<file path="src/rtl/fft_pkg.sv">
// Shared FFT definitions: requester IDs, arbiter state encoding and default widths.
package fft_pkg;

  localparam int FFT_AW = 8;
  localparam int FFT_DW = 32;
  localparam int NREQ   = 3;

  typedef enum logic [1:0] {
    REQ_E = 2'd0,
    REQ_L = 2'd1,
    REQ_H = 2'd2
  } req_id_e;

  typedef enum logic {
    ARB_IDLE   = 1'b0,
    ARB_LOCKED = 1'b1
  } arb_state_e;

  // Rotation order E -> L -> H -> E.
  function automatic req_id_e next_req(input req_id_e id);
    case (id)
      REQ_E:   return REQ_L;
      REQ_L:   return REQ_H;
      default: return REQ_E;
    endcase
  endfunction

endpackage

</file>
<file path="src/rtl/fft_arb_pick.sv">
// Combinational one-hot grant selector for the FFT RAM arbiter.
// FFT_ARB_RR_EN selects round-robin in IDLE; otherwise fixed priority E > L > H.
module fft_arb_pick
  import fft_pkg::*;
(
  input  logic [NREQ-1:0] req,
  input  arb_state_e      state,
  input  req_id_e         rr_last,
  output logic [NREQ-1:0] gnt
);

`ifdef FFT_ARB_RR_EN
  req_id_e cand_1;
  req_id_e cand_2;

  assign cand_1 = next_req(rr_last);
  assign cand_2 = next_req(cand_1);
`else
  logic unused_rr;

  assign unused_rr = ^rr_last;
`endif

  always_comb begin
    gnt = '0;
    if (state == ARB_LOCKED) begin
      // The engine owns the RAM until it drops its lock.
      gnt[REQ_E] = req[REQ_E];
    end else begin
`ifdef FFT_ARB_RR_EN
      if (req[cand_1])       gnt[cand_1]  = 1'b1;
      else if (req[cand_2])  gnt[cand_2]  = 1'b1;
      else if (req[rr_last]) gnt[rr_last] = 1'b1;
`else
      if (req[REQ_E])        gnt[REQ_E] = 1'b1;
      else if (req[REQ_L])   gnt[REQ_L] = 1'b1;
      else if (req[REQ_H])   gnt[REQ_H] = 1'b1;
`endif
    end
  end

endmodule

</file>
<file path="src/rtl/fft_ram_arbiter.sv">
// Shares the FFT dual-port sample RAM between loader, butterfly engine and host.
// Arbitration mode is set by FFT_ARB_RR_EN (see fft_arb_pick).
module fft_ram_arbiter
  import fft_pkg::*;
#(
  parameter int AW = FFT_AW,
  parameter int DW = FFT_DW
) (
  input  logic          Clk,
  input  logic          Reset,
  input  logic          l_req,
  input  logic [AW-1:0] l_addr,
  input  logic [2*DW-1:0] l_din,
  output logic          l_gnt,
  input  logic          e_req,
  input  logic          e_lock,
  input  logic          e_we,
  input  logic [AW-1:0] e_addr_top,
  input  logic [AW-1:0] e_addr_bot,
  input  logic [2*DW-1:0] e_din_top,
  input  logic [2*DW-1:0] e_din_bot,
  output logic          e_gnt,
  output logic          e_rvalid,
  input  logic          h_req,
  input  logic [AW-1:0] h_addr,
  output logic          h_gnt,
  output logic          h_rvalid,
  output logic [2*DW-1:0] rd_top,
  output logic [2*DW-1:0] rd_bot,
  output logic          busy,
  output logic          ram_we_top,
  output logic          ram_we_bot,
  output logic [AW-1:0] ram_addr_top,
  output logic [AW-1:0] ram_addr_bot,
  output logic [2*DW-1:0] ram_din_top,
  output logic [2*DW-1:0] ram_din_bot,
  input  logic [2*DW-1:0] ram_dout_top,
  input  logic [2*DW-1:0] ram_dout_bot
);

  arb_state_e      state_reg, state_next;
  req_id_e         rr_last_reg;
  logic [NREQ-1:0] req_vec;
  logic [NREQ-1:0] pick_gnt;
  logic [1:0]      e_inflight_reg;
  logic [1:0]      h_inflight_reg;

  assign req_vec[REQ_E] = e_req;
  assign req_vec[REQ_L] = l_req;
  assign req_vec[REQ_H] = h_req;

  fft_arb_pick u_pick (
    .req     (req_vec),
    .state   (state_reg),
    .rr_last (rr_last_reg),
    .gnt     (pick_gnt)
  );

  always_ff @(posedge Clk) begin
    if (Reset) state_reg <= ARB_IDLE;
    else       state_reg <= state_next;
  end

  always_comb begin
    state_next = state_reg;
    case (state_reg)
      ARB_IDLE:   if (e_gnt && e_lock) state_next = ARB_LOCKED;
      ARB_LOCKED: if (!e_lock)         state_next = ARB_IDLE;
      default:                         state_next = ARB_IDLE;
    endcase
  end

  // Grants are held off during Reset so nothing is accepted and then dropped.
  always_comb begin
    e_gnt = pick_gnt[REQ_E] & ~Reset;
    l_gnt = pick_gnt[REQ_L] & ~Reset;
    h_gnt = pick_gnt[REQ_H] & ~Reset;
  end

  always_ff @(posedge Clk) begin
    if (Reset) begin
      ram_we_top     <= 1'b0;
      ram_we_bot     <= 1'b0;
      ram_addr_top   <= '0;
      ram_addr_bot   <= '0;
      ram_din_top    <= '0;
      ram_din_bot    <= '0;
      e_inflight_reg <= '0;
      h_inflight_reg <= '0;
      rr_last_reg    <= REQ_H;
    end else begin
      ram_we_top     <= 1'b0;
      ram_we_bot     <= 1'b0;
      e_inflight_reg <= {e_inflight_reg[0], e_gnt & ~e_we};
      h_inflight_reg <= {h_inflight_reg[0], h_gnt};
      if (e_gnt) begin
        ram_we_top   <= e_we;
        ram_we_bot   <= e_we;
        ram_addr_top <= e_addr_top;
        ram_addr_bot <= e_addr_bot;
        ram_din_top  <= e_din_top;
        ram_din_bot  <= e_din_bot;
        rr_last_reg  <= REQ_E;
      end else if (l_gnt) begin
        ram_we_top   <= 1'b1;
        ram_addr_top <= l_addr;
        ram_din_top  <= l_din;
        rr_last_reg  <= REQ_L;
      end else if (h_gnt) begin
        ram_addr_top <= h_addr;
        rr_last_reg  <= REQ_H;
      end
    end
  end

  // Tag reaches stage 1 in the same cycle the RAM presents the read data.
  assign e_rvalid = e_inflight_reg[1];
  assign h_rvalid = h_inflight_reg[1];
  assign rd_top   = ram_dout_top;
  assign rd_bot   = ram_dout_bot;
  assign busy     = (state_reg == ARB_LOCKED) | (|e_inflight_reg) | (|h_inflight_reg);

endmodule
</file>
<file path="config.mk">
export PLATFORM = sky130hd
export DESIGN_NAME = fft_ram_arbiter
export DESIGN_NICKNAME = d
export VERILOG_FILES = /design/src/rtl/fft_pkg.sv /design/src/rtl/fft_arb_pick.sv /design/src/rtl/fft_ram_arbiter.sv
export SDC_FILE = /design/constraint.sdc
export NUM_CORES = 1
export LEC_CHECK = 0
export BUFFER_PORTS_ARGS = -buffer_cell sky130_fd_sc_hd__buf_2
export CAP_MARGIN = 20
export CORE_AREA = 10 10 240 242
export CTS_CLUSTER_DIAMETER = 200
export DETAILED_ROUTE_END_ITERATION = 6
export DIE_AREA = 0 0 250 252
export PLACE_DENSITY = 0.36
export SYNTH_ARGS = -nofsm -noshare
export SYNTH_HDL_FRONTEND = slang
export SYNTH_SLANG_ARGS = --single-unit
</file>
<file path="constraint.sdc">
create_clock -name Clk -period 3.3 [get_ports Clk]
set_input_delay 0.99 -clock Clk [delete_from_list [all_inputs] [get_ports Clk]]
set_output_delay 0.99 -clock Clk [all_outputs]
set_load 0.02 [all_outputs]
</file>
==> results.ini <==
[timing]
grt_setup_unrepaired = false
setup_viol = 0
finalClockSkew_ns = 0.00890
fmax_ghz = 0.350
hold_viol_final = 0
period_share_pct = 86.5
fin_tns_setup_ns = 0
relSlewSlack_pct = 44.5
drv_slew = 0
tightest_slew_ns = 0.827
fin_crit_ns = 2.86
fin_ws_ns = 0.444

[routing]
routed_wl_um = 29100
antenna_left = 0
dr.pass1.iters = 4
wl_per_cell_um = 17.4
drc_errors = 0
met2_length_um = 13700
drtIter0Drc = 111
vias = 5860
routed.top_layer = met5
route.met3.wl_um = 3680
wl_met1_um = 10400
viasPerCell = 3.52

[setup_path]
critPathKind = primary input to output pin
cpPeakStageDelay_ns = 0.30
cp.required_ns = 2.31
cp.arrival_ns = 1.87
worstSetupEndpointType = output pin
path_max_fanout = 11
worst_path_max_delay_cell = or2_4
crit_chain = clkbuf_8, or2_4, nor4b_2, buf_2
crit_path_start_kind = primary input
reg2regPathDepth = 5

[clock_tree]
cts_max_path_buffers = 2
clkSinkCount = 151
clk_pin_slew_ns = 0.06
cts_buffers = 17
cts_tree = built
post_cts_resize_count = 0
post-cts-setup-buffers = 0
cts-root-buf = clkbuf_16
insertion_delay_ns = 0.46
postCtsHoldBufs = 0
htreeDepth = 4

[final_layout]
syn_to_final_growth_pct = 33.1
fin_nets = 1326
top_regs = ram_din_bot: 64 flops, ram_din_top: 64 flops
diodes = 0
fin_util_pct = 17.7
layout-drive-gt1-share_pct = 44.5

[hold_path]
min_path_cells = 2
min_path_type = register to register

[synth]
synth_cells = 733
synth_nets = 1092
synth_edf_count = 0
synth_flop_cell = dfxtp_1
synth.cell_area_um2 = 6980
ys_warn_count = 0
ys_ff_latch = 151
avgSynthCellArea_um2 = 9.52
ys_async_sr_fraction_pct = 0
yosysUniqueCellTypes = 27
yosysSeqAreaShare_pct = 43.3

[power_and_ir_drop]
p_clk_share_pct = 41.3
vdd_ir_drop_max_mv = 0.337
power.internal_mw = 3.45
p_total_mw = 4.87
switchingPower_mw = 1.42
comb_power_share_pct = 17.3
p_sw_share_pct = 29.1
seq_power_share_pct = 41.5
power.density_nw_per_um2 = 524
p_leak_nw = 4.62

[global_route]
grt_pass1_vias = 6249
antenna_found_initial = 3
overflow = 0
grt_max_degree = 81
grt_pass1_wl_um = 42100
grt_use_total_pct = 9.03

[placement]
place_congestion = 0.721
place_hpwl_um = 23000
place_ws_ns = 0.427
io_buffers = 382

[floorplan]
core_um2 = 52400
die_w_um = 250
dieArea_um2 = 63000
rows = 84
chipHeight_um = 252
io_pins = 639
start_util_pct = 13.3

[run_status]
outcome = finished clean

[job]
maxCapViolCount = 0

## per-layer routing
layer,vias to the layer above,GRT usage (%)
li1,2827,-
met1,2598,8.61
met2,342,14.5
met3,85,6.08
met4,8,4.94
met5,-,0.463
## cell families (layout without fill, tap and decap cells)
logic type	after synthesis	count (layout)	synth area share, %
DFF	151	151	43.3
AOI/OAI and AO/OA	89	89	9.59
and+or+nand+nor	168	168	9.79
buffers and inverters	188	434	17.6
muxes	137	137	19.7
## cell usage in the layout, fill, tap and decap left out
cell        Yosys  final
nor2b_1         2      2
mux2_1          1      1
mux2i_1       136    136
inv_6           0      2
and3b_1         1      1
or2_4           1      1
clkinv_4        0      1
nand2_4         0      1
and2_1          1      1
a211oi_2        7      7
clkinvlp_4      0      3
nor4b_1         2      1
o21ai_1         2      2
clkbuf_16       0     17
buf_12          0      3
clkinv_2        0      3
buf_2          23    380
dfxtp_1       151    151
nand2_1         9      8
a211oi_1       64     64
clkbuf_1       18      1
bufinv_16       0      2
or2_1           1      1
buf_4         132     10
a21oi_1         8      8
o22ai_1         7      7
nor3_1          2      2
o211ai_1        1      1
nor3b_4         1      1
nand2b_1        2      2
inv_2           1      1
nor2_1        146    146
clkbuf_8        0      3
inv_1           8      8
nor4b_2         0      1
## final cells by class
type                    count  area, µm²
repair buffers            394       2050
inverters                   9       33.8
well taps                 688        861
flip-flops and latches    151       3020
clock buffers              20        457
clock inverters            11        124
fillers                  6009      43200
multi-input cells         394       2740
## worst paths after layout
check	to	startpoint	slack, ns
worst max-delay path	h_gnt	e_req	0.44
worst min-delay path	ram_addr_top[5]$_SDFFE_PP0P_	ram_addr_top[5]$_SDFFE_PP0P_	0.47
worst max register to register	ram_din_top[51]$_SDFFE_PP0P_	state_reg$_SDFF_PP0_	1.72
worst min register to register	ram_addr_top[5]$_SDFFE_PP0P_	ram_addr_top[5]$_SDFFE_PP0P_	0.47
## per-stage QoR
stage	hold WS, ns	instance area (µm²)	cells
after floorplan	0.439	6990	733
after global placement	0.457	8710	1636
after detailed placement	0.459	8710	1636
after CTS	0.474	9290	1667
after global routing	0.501	9290	1667
final	0.472	9290	1667
## power by group through the flow
stage                     combinational, mW  sequential, mW  clock [mW]
after floorplan                       0.543            2.22           0
after global placement                0.858            2.06           0
after detailed placement              0.864            2.06           0
after CTS                             0.866            2.02        2.13
after global routing                  0.927            2.04        2.19
final                                 0.841            2.02        2.01
## synth_stat cells, types with 2 or more instances
master / n / share of area, %
clkbuf_1: 18 / 0.97
nand2_1: 9 / 0.48
buf_4: 132 / 14
nor2_1: 146 / 7.9
nor2b_1: 2 / 0.18
a211oi_1: 64 / 6.9
buf_2: 23 / 1.6
o21ai_1: 2 / 0.14
inv_1: 8 / 0.43
a21oi_1: 8 / 0.57
dfxtp_1: 151 / 43
nor4b_1: 2 / 0.25
a211oi_2: 7 / 1.3
nor3_1: 2 / 0.14
buf_1: 5 / 0.27
nand2b_1: 2 / 0.18
mux2i_1: 136 / 20
o22ai_1: 7 / 0.63
## critical path, delay by kind of cell
kind | cells | cell delay (ns)
buf+inv | 2 | 0.33
simple gates | 2 | 0.55
No activity file was read; power rests on OpenSTA's default activity.
